**src/rtl/tank_pkg.sv**
```systemverilog
// Shared types and default keycodes for the per-player tank motion controller.
package tank_pkg;

  typedef enum logic [1:0] {
    DIR_LEFT  = 2'b00,
    DIR_RIGHT = 2'b01,
    DIR_DOWN  = 2'b10,
    DIR_UP    = 2'b11
  } dir_t;

  typedef enum logic [1:0] {
    ST_ACTIVE = 2'd0,
    ST_DEAD   = 2'd1,
    ST_SPAWN  = 2'd2
  } state_t;

  localparam logic [7:0] KEY_LEFT_DEF  = 8'd80;
  localparam logic [7:0] KEY_RIGHT_DEF = 8'd79;
  localparam logic [7:0] KEY_DOWN_DEF  = 8'd81;
  localparam logic [7:0] KEY_UP_DEF    = 8'd82;

  function automatic int max2(input int a, input int b);
    return (a > b) ? a : b;
  endfunction

endpackage

```
**src/rtl/tank_axis_step.sv**
```systemverilog
// One-axis clamped step: moves pos by step toward lo (dir_neg) or hi, saturating at the bound.
module tank_axis_step #(
  parameter int POS_W = 10
) (
  input  logic [POS_W-1:0] pos,
  input  logic [POS_W-1:0] step,
  input  logic             dir_neg,
  input  logic [POS_W-1:0] lo,
  input  logic [POS_W-1:0] hi,
  output logic [POS_W-1:0] next
);

  // Two extra bits so a step past zero or past the top of the range stays visible.
  logic signed [POS_W+1:0] sum;

  always_comb begin
    if (dir_neg) begin
      sum = $signed({2'b00, pos}) - $signed({2'b00, step});
    end else begin
      sum = $signed({2'b00, pos}) + $signed({2'b00, step});
    end
    next = sum[POS_W-1:0];
    if (dir_neg && (sum < $signed({2'b00, lo}))) begin
      next = lo;
    end
    if (!dir_neg && (sum > $signed({2'b00, hi}))) begin
      next = hi;
    end
  end

endmodule

```
**src/rtl/tank_motion_ctrl.sv**
```systemverilog
// Per-player tank motion: key-driven clamped movement plus hit/dead/respawn FSM
// with a post-respawn invulnerability window.
module tank_motion_ctrl
  import tank_pkg::*;
#(
  parameter int         POS_W          = 10,
  parameter int         X_CENTER       = 480,
  parameter int         Y_CENTER       = 240,
  parameter int         X_MIN          = 1,
  parameter int         X_MAX          = 639,
  parameter int         Y_MIN          = 1,
  parameter int         Y_MAX          = 479,
  parameter int         SIZE           = 8,
  parameter int         STEP_SLOW      = 1,
  parameter int         STEP_FAST      = 3,
  parameter logic [7:0] KEY_LEFT       = KEY_LEFT_DEF,
  parameter logic [7:0] KEY_RIGHT      = KEY_RIGHT_DEF,
  parameter logic [7:0] KEY_DOWN       = KEY_DOWN_DEF,
  parameter logic [7:0] KEY_UP         = KEY_UP_DEF,
  parameter logic [1:0] DIR_INIT       = 2'b00,
  parameter int         RESPAWN_FRAMES = 120,
  parameter int         INVULN_FRAMES  = 180,
  parameter bit         TURN_FIRST     = 1'b1
) (
  input  logic             frame_clk,
  input  logic             Reset_n,
  input  logic [7:0]       keycode,
  input  logic             speed_upgrade,
  input  logic [3:0]       barrier_collision,
  input  logic             hit,
  output logic [POS_W-1:0] BallX,
  output logic [POS_W-1:0] BallY,
  output logic [POS_W-1:0] BallS,
  output logic [1:0]       direction,
  output logic             alive,
  output logic             invulnerable,
  output logic             moving,
  output state_t           dbg_state
);

  localparam int CNT_MAX = max2(RESPAWN_FRAMES, INVULN_FRAMES);
  localparam int CNT_W   = (CNT_MAX > 1) ? $clog2(CNT_MAX) : 1;
  localparam logic [CNT_W-1:0] RESP_LOAD = CNT_W'(RESPAWN_FRAMES - 1);
  localparam logic [CNT_W-1:0] INV_LOAD  = CNT_W'(INVULN_FRAMES - 1);
  localparam logic [POS_W-1:0] LO_X = POS_W'(X_MIN + SIZE);
  localparam logic [POS_W-1:0] HI_X = POS_W'(X_MAX - SIZE);
  localparam logic [POS_W-1:0] LO_Y = POS_W'(Y_MIN + SIZE);
  localparam logic [POS_W-1:0] HI_Y = POS_W'(Y_MAX - SIZE);
  localparam logic [POS_W-1:0] X_C  = POS_W'(X_CENTER);
  localparam logic [POS_W-1:0] Y_C  = POS_W'(Y_CENTER);

  state_t           state_q, state_d;
  logic [CNT_W-1:0] cnt_q, cnt_d;
  logic [POS_W-1:0] x_q, x_d, y_q, y_d;
  dir_t             dir_q, dir_d;
  logic             moving_q, moving_d;

  logic             key_valid;
  dir_t             key_dir;
  logic             blocked;
  logic             move_ok;
  logic [POS_W-1:0] step;
  logic [POS_W-1:0] x_step, y_step;

  always_comb begin
    key_valid = 1'b1;
    key_dir   = DIR_LEFT;
    blocked   = 1'b0;
    if (keycode == KEY_LEFT) begin
      key_dir = DIR_LEFT;
      blocked = barrier_collision[1];
    end else if (keycode == KEY_RIGHT) begin
      key_dir = DIR_RIGHT;
      blocked = barrier_collision[0];
    end else if (keycode == KEY_DOWN) begin
      key_dir = DIR_DOWN;
      blocked = barrier_collision[2];
    end else if (keycode == KEY_UP) begin
      key_dir = DIR_UP;
      blocked = barrier_collision[3];
    end else begin
      key_valid = 1'b0;
    end
  end

  assign step = speed_upgrade ? POS_W'(STEP_FAST) : POS_W'(STEP_SLOW);

  tank_axis_step #(.POS_W(POS_W)) u_step_x (
    .pos(x_q), .step(step), .dir_neg(key_dir == DIR_LEFT),
    .lo(LO_X), .hi(HI_X), .next(x_step)
  );

  tank_axis_step #(.POS_W(POS_W)) u_step_y (
    .pos(y_q), .step(step), .dir_neg(key_dir == DIR_UP),
    .lo(LO_Y), .hi(HI_Y), .next(y_step)
  );

  always_comb begin
    state_d  = state_q;
    cnt_d    = cnt_q;
    x_d      = x_q;
    y_d      = y_q;
    dir_d    = dir_q;
    moving_d = 1'b0;
    move_ok  = 1'b0;
    case (state_q)
      ST_ACTIVE: begin
        // A hit wins over any key in the same frame.
        if (hit) begin
          state_d = ST_DEAD;
          cnt_d   = RESP_LOAD;
        end else begin
          move_ok = 1'b1;
        end
      end
      ST_DEAD: begin
        if (cnt_q == '0) begin
          state_d = ST_SPAWN;
          cnt_d   = INV_LOAD;
          x_d     = X_C;
          y_d     = Y_C;
          dir_d   = dir_t'(DIR_INIT);
        end else begin
          cnt_d = cnt_q - 1'b1;
        end
      end
      ST_SPAWN: begin
        move_ok = 1'b1;
        if (cnt_q == '0) begin
          state_d = ST_ACTIVE;
        end else begin
          cnt_d = cnt_q - 1'b1;
        end
      end
      default: state_d = ST_ACTIVE;
    endcase

    if (move_ok && key_valid) begin
      dir_d = key_dir;
      if (!(TURN_FIRST && (key_dir != dir_q)) && !blocked) begin
        if ((key_dir == DIR_LEFT) || (key_dir == DIR_RIGHT)) begin
          x_d      = x_step;
          moving_d = (x_step != x_q);
        end else begin
          y_d      = y_step;
          moving_d = (y_step != y_q);
        end
      end
    end
  end

  always_ff @(posedge frame_clk or negedge Reset_n) begin
    if (!Reset_n) begin
      state_q  <= ST_ACTIVE;
      cnt_q    <= '0;
      x_q      <= X_C;
      y_q      <= Y_C;
      dir_q    <= dir_t'(DIR_INIT);
      moving_q <= 1'b0;
    end else begin
      state_q  <= state_d;
      cnt_q    <= cnt_d;
      x_q      <= x_d;
      y_q      <= y_d;
      dir_q    <= dir_d;
      moving_q <= moving_d;
    end
  end

  assign BallX        = x_q;
  assign BallY        = y_q;
  assign BallS        = POS_W'(SIZE);
  assign direction    = dir_q;
  assign alive        = (state_q != ST_DEAD);
  assign invulnerable = (state_q == ST_SPAWN);
  assign moving       = moving_q;
  assign dbg_state    = state_q;

endmodule
```
**config.mk**
```make
export PLATFORM = sky130hd
export DESIGN_NAME = tank_motion_ctrl
export DESIGN_NICKNAME = d
export VERILOG_FILES = /design/src/rtl/tank_pkg.sv /design/src/rtl/tank_axis_step.sv /design/src/rtl/tank_motion_ctrl.sv
export SDC_FILE = /design/constraint.sdc
export NUM_CORES = 1
export LEC_CHECK = 0
export CAP_MARGIN = 40
export CORE_ASPECT_RATIO = 0.6
export CORE_MARGIN = 8
export CORE_UTILIZATION = 50
export DETAILED_ROUTE_END_ITERATION = 8
export PLACE_DENSITY_LB_ADDON = 0.15
export SETUP_SLACK_MARGIN = 0.02
export SYNTH_ARGS = -nofsm -noshare
export SYNTH_HDL_FRONTEND = slang
export SYNTH_SLANG_ARGS = --single-unit
```
**constraint.sdc**
```tcl
create_clock -name frame_clk -period 3 [get_ports frame_clk]
set_input_delay 0.45 -clock frame_clk [delete_from_list [all_inputs] [get_ports frame_clk]]
set_output_delay 0.45 -clock frame_clk [all_outputs]
set_load 0.01 [all_outputs]
```
==> run_results.csv <==
group,metric,value,unit
place,post-place-ws,-1065,ps
finish,drive_gt1_share,44.15,%
sta,setup_viol,13,
floorplanning,rows,23,
grt,met1_usage,39.65,%
detailed_routing,routedWlPerCell,23.53,um
sta,whs,488.8,ps
finish,syn2layout_area_growth,64.85,%
grt,use_met2,43.13,%
synth,syn_avg_cell_area,7.663,um^2
pwr,peakVddDrop,0.0002041,V
synth,synth.cell_area,3563,um^2
critical_path,crit_fanout,10,
detailed_routing,drtPass1Iterations,6,
sta,skew,5.484,ps
floorplanning,fp.dieH,81.39,um
floorplanning,core_area,6792,um^2
critical_path,slowest_delay,410,ps
synth,ys_seq_area_share,23.46,%
detailed_routing,finalWirelength,16.92,mm
critical_path,cpMostUsedCell,"buf_4",
detailed_routing,vias_per_cell,6.932,
critical_path,critPathRequiredTime,3140,ps
detailed_routing,drt-initial-drc-count,767,
run,maxCapViolCount,0,
clock_tree,cts_tree,"done",
clock_tree,clk_pin_slew,60,ps
sta,finalWorstSetupSlack,-375.5,ps
clock_tree,cts_buffer_depth,2,
sta,slew_violations,0,
finish,diodes,0,
detailed_routing,drt_drc_violations_left,0,
synth,yosys.area.top_type_share,17.56,%
grt,grt_pass1_wl,23.83,mm
sta,fmax,296.3,MHz
synth,ys_warn_count,0,
floorplanning,start_util,52.47,%
floorplanning,dieWidth,125.0,um
pwr,p_per_area,257.9,nW/um^2
finish,fin_nets,661,
detailed_routing,ant_nets,0,
clock_tree,h-tree-depth,2,
floorplanning,die_area,10170,um^2
finish,fin_area,5874,um^2
grt,grt_util_met3,10.59,%
critical_path,slowest_stage,"or3b_1",
floorplanning,pin_count,53,
finish,final_cell_mix,"buf_4 (128), nand2_1 (35), clkdlybuf4s50_1 (33)",
grt,grtUsageTotal,29.14,%
grt,grt_max_degree,34,
clock_tree,ctsHoldBuffers,0,
critical_path,crit_type,"in -> reg",
synth,ys_seq_elements,33,
synth,yosys.area.top_type,"dfrtp_1",
sta,slew_headroom,42.79,%
sta,period_needed,3376,ps
outcome,status,"finished with violations",
clock_tree,root_buffer,"clkbuf_16",
detailed_routing,vias,4984,
sta,fin_crit_sh,112.5,%
critical_path,crit_path_end_kind,"flip-flop",
sta,worstMarginPinSlew,850.4,ps
place,place_area,4835,um^2
synth,synth-main-ff-cell,"dfrtp_1",
critical_path,start_kind,"input port",
grt,globalRouteOverflowTotal,0,
pwr,design_power_total,1.515,mW
grt,grt_pass1_vias,4424,
finish,final_common_cell,"buf_4",
place,dpl.hpwl,10.54,mm
synth,synth-edff-count,0,
sta,final_hold_viol_count,0,
sta,rsz0062_at_grt,"yes",
clock_tree,cts_sinks,33,
synth,syn_inst,465,
synth,async_reset_ff_share,100.0,%
critical_path,cp.arrival,3510,ps
synth,synth_cell_type_count,81,
pwr,p_leak,2.536,nW
clock_tree,clock_latency,290,ps
grt,antenna_found_initial,0,
grt,grt-busiest-layer,"met2",
synth,ys_top_cells_by_area,"dfrtp_1 (18%), dfstp_2 (5.9%), o21ai_0 (5.1%)",
outcome,violations,"setup timing",
critical_path,crit_chain,"dlygate4sd2_1 > or3b_1 > o22a_1 > buf_4 > nor4_2 > nor3b_1 > buf_4 > o31ai_4 > o21ai_0 > a21oi_1 > nor2_1 > o41ai_2 > o2111ai_1",
place,gp_congestion,0.9886,
place,portBuffers,42,
hold_path,min_path_type,"reg -> reg",
clock_tree,cts_buffers,5,
## power by group
part	total (mW)	internal (mW)	switching, mW
logic	0.521	0.251	0.270
registers	0.488	0.461	0.0273
clock network	0.506	0.305	0.201
## critical path: cells and delay by family
kind	cells	cell delay [ps]
AO/OA/AOI/OAI	6	1610
AND/OR/NAND/NOR	4	800
buffers and inverters	3	640
## area by class of cell
cell class,instances,area [um^2]
tap,87,108.9
fill,332,917.1
multi-input combinational,379,3063
sequential,33,837.1
clock buffer,6,128.9
clock inverter,2,10.01
timing repair buffer,193,1652
inverter,19,75.07
## cells by family after synthesis
group	Yosys count	synth area share (%)
other cells	2	0.2108
flops	33	23.46
compound gates	154	29.81
fa+ha+maj	14	5.759
mux	9	2.669
xor+xnor	14	3.652
simple gates	178	26.47
buf+inv	61	7.970
## stage by stage
stage / setup TNS, ps / instances / utilization [%]
floorplan: -211.1 / 473 / -
global placement: -13640 / 675 / 71.19
detailed placement: -14990 / 675 / 71.19
CTS: -246.3 / 707 / 81.39
global route: -2718 / 719 / 86.50
finish: -1551 / 719 / 86.50
## sequential cells by signal, indices dropped and copies added, names as in the netlist
name	flops
BallY	10
BallX	10
direction	2
moving	1
dbg_state	2
cnt_q	8
## layer usage
layer  vias to the layer above  share of wire, %
met5                         -                 0
met4                         0               4.8
met3                       132                16
met2                       474                41
met1                      2325                39
li1                       2053                 -
## Yosys cell counts (all sizes together), types with 3 or more instances
master / number
o2111ai: 4
dfrtp: 25
a22o: 3
fa: 4
mux2i: 5
a21o: 4
a31oi: 7
xor2: 5
nor3b: 4
nand2: 39
a21oi: 30
or3b: 3
nand2b: 4
nor3: 22
mux2: 4
nor4: 8
and2: 4
o21ai: 39
nor2: 39
o22ai: 7
buf: 20
o31ai: 10
and3: 7
xnor2: 9
a211o: 5
inv: 19
nand3: 9
a211oi: 8
o211a: 3
or2: 4
nand3b: 3
nor2b: 4
dfstp: 8
clkbuf: 22
ha: 10
o211ai: 5
or3: 8
or4: 4
nand4: 10
o41ai: 4
## worst paths after layout
check                                 from       end  slack, ps  cells after the start
worst max register to register    BallX[1]    moving       -360                     13
worst max-delay path            keycode[2]    moving       -380                     13
worst min-delay path              cnt_q[5]  cnt_q[5]        490                      1
min in group asynchronous          Reset_n  cnt_q[0]        590                      2
worst min register to register    cnt_q[5]  cnt_q[5]        490                      1
max in group asynchronous          Reset_n  BallX[1]       2040                      2
## what timing repair did
item                                    4_1_cts  5_1_grt
resized for setup                            91       66
endpoints found under the setup margin       21       21
cloned                                        0        0
setup buffers                                25       13
pin swaps                                    36       44
No activity file was read; power rests on OpenSTA's default activity.
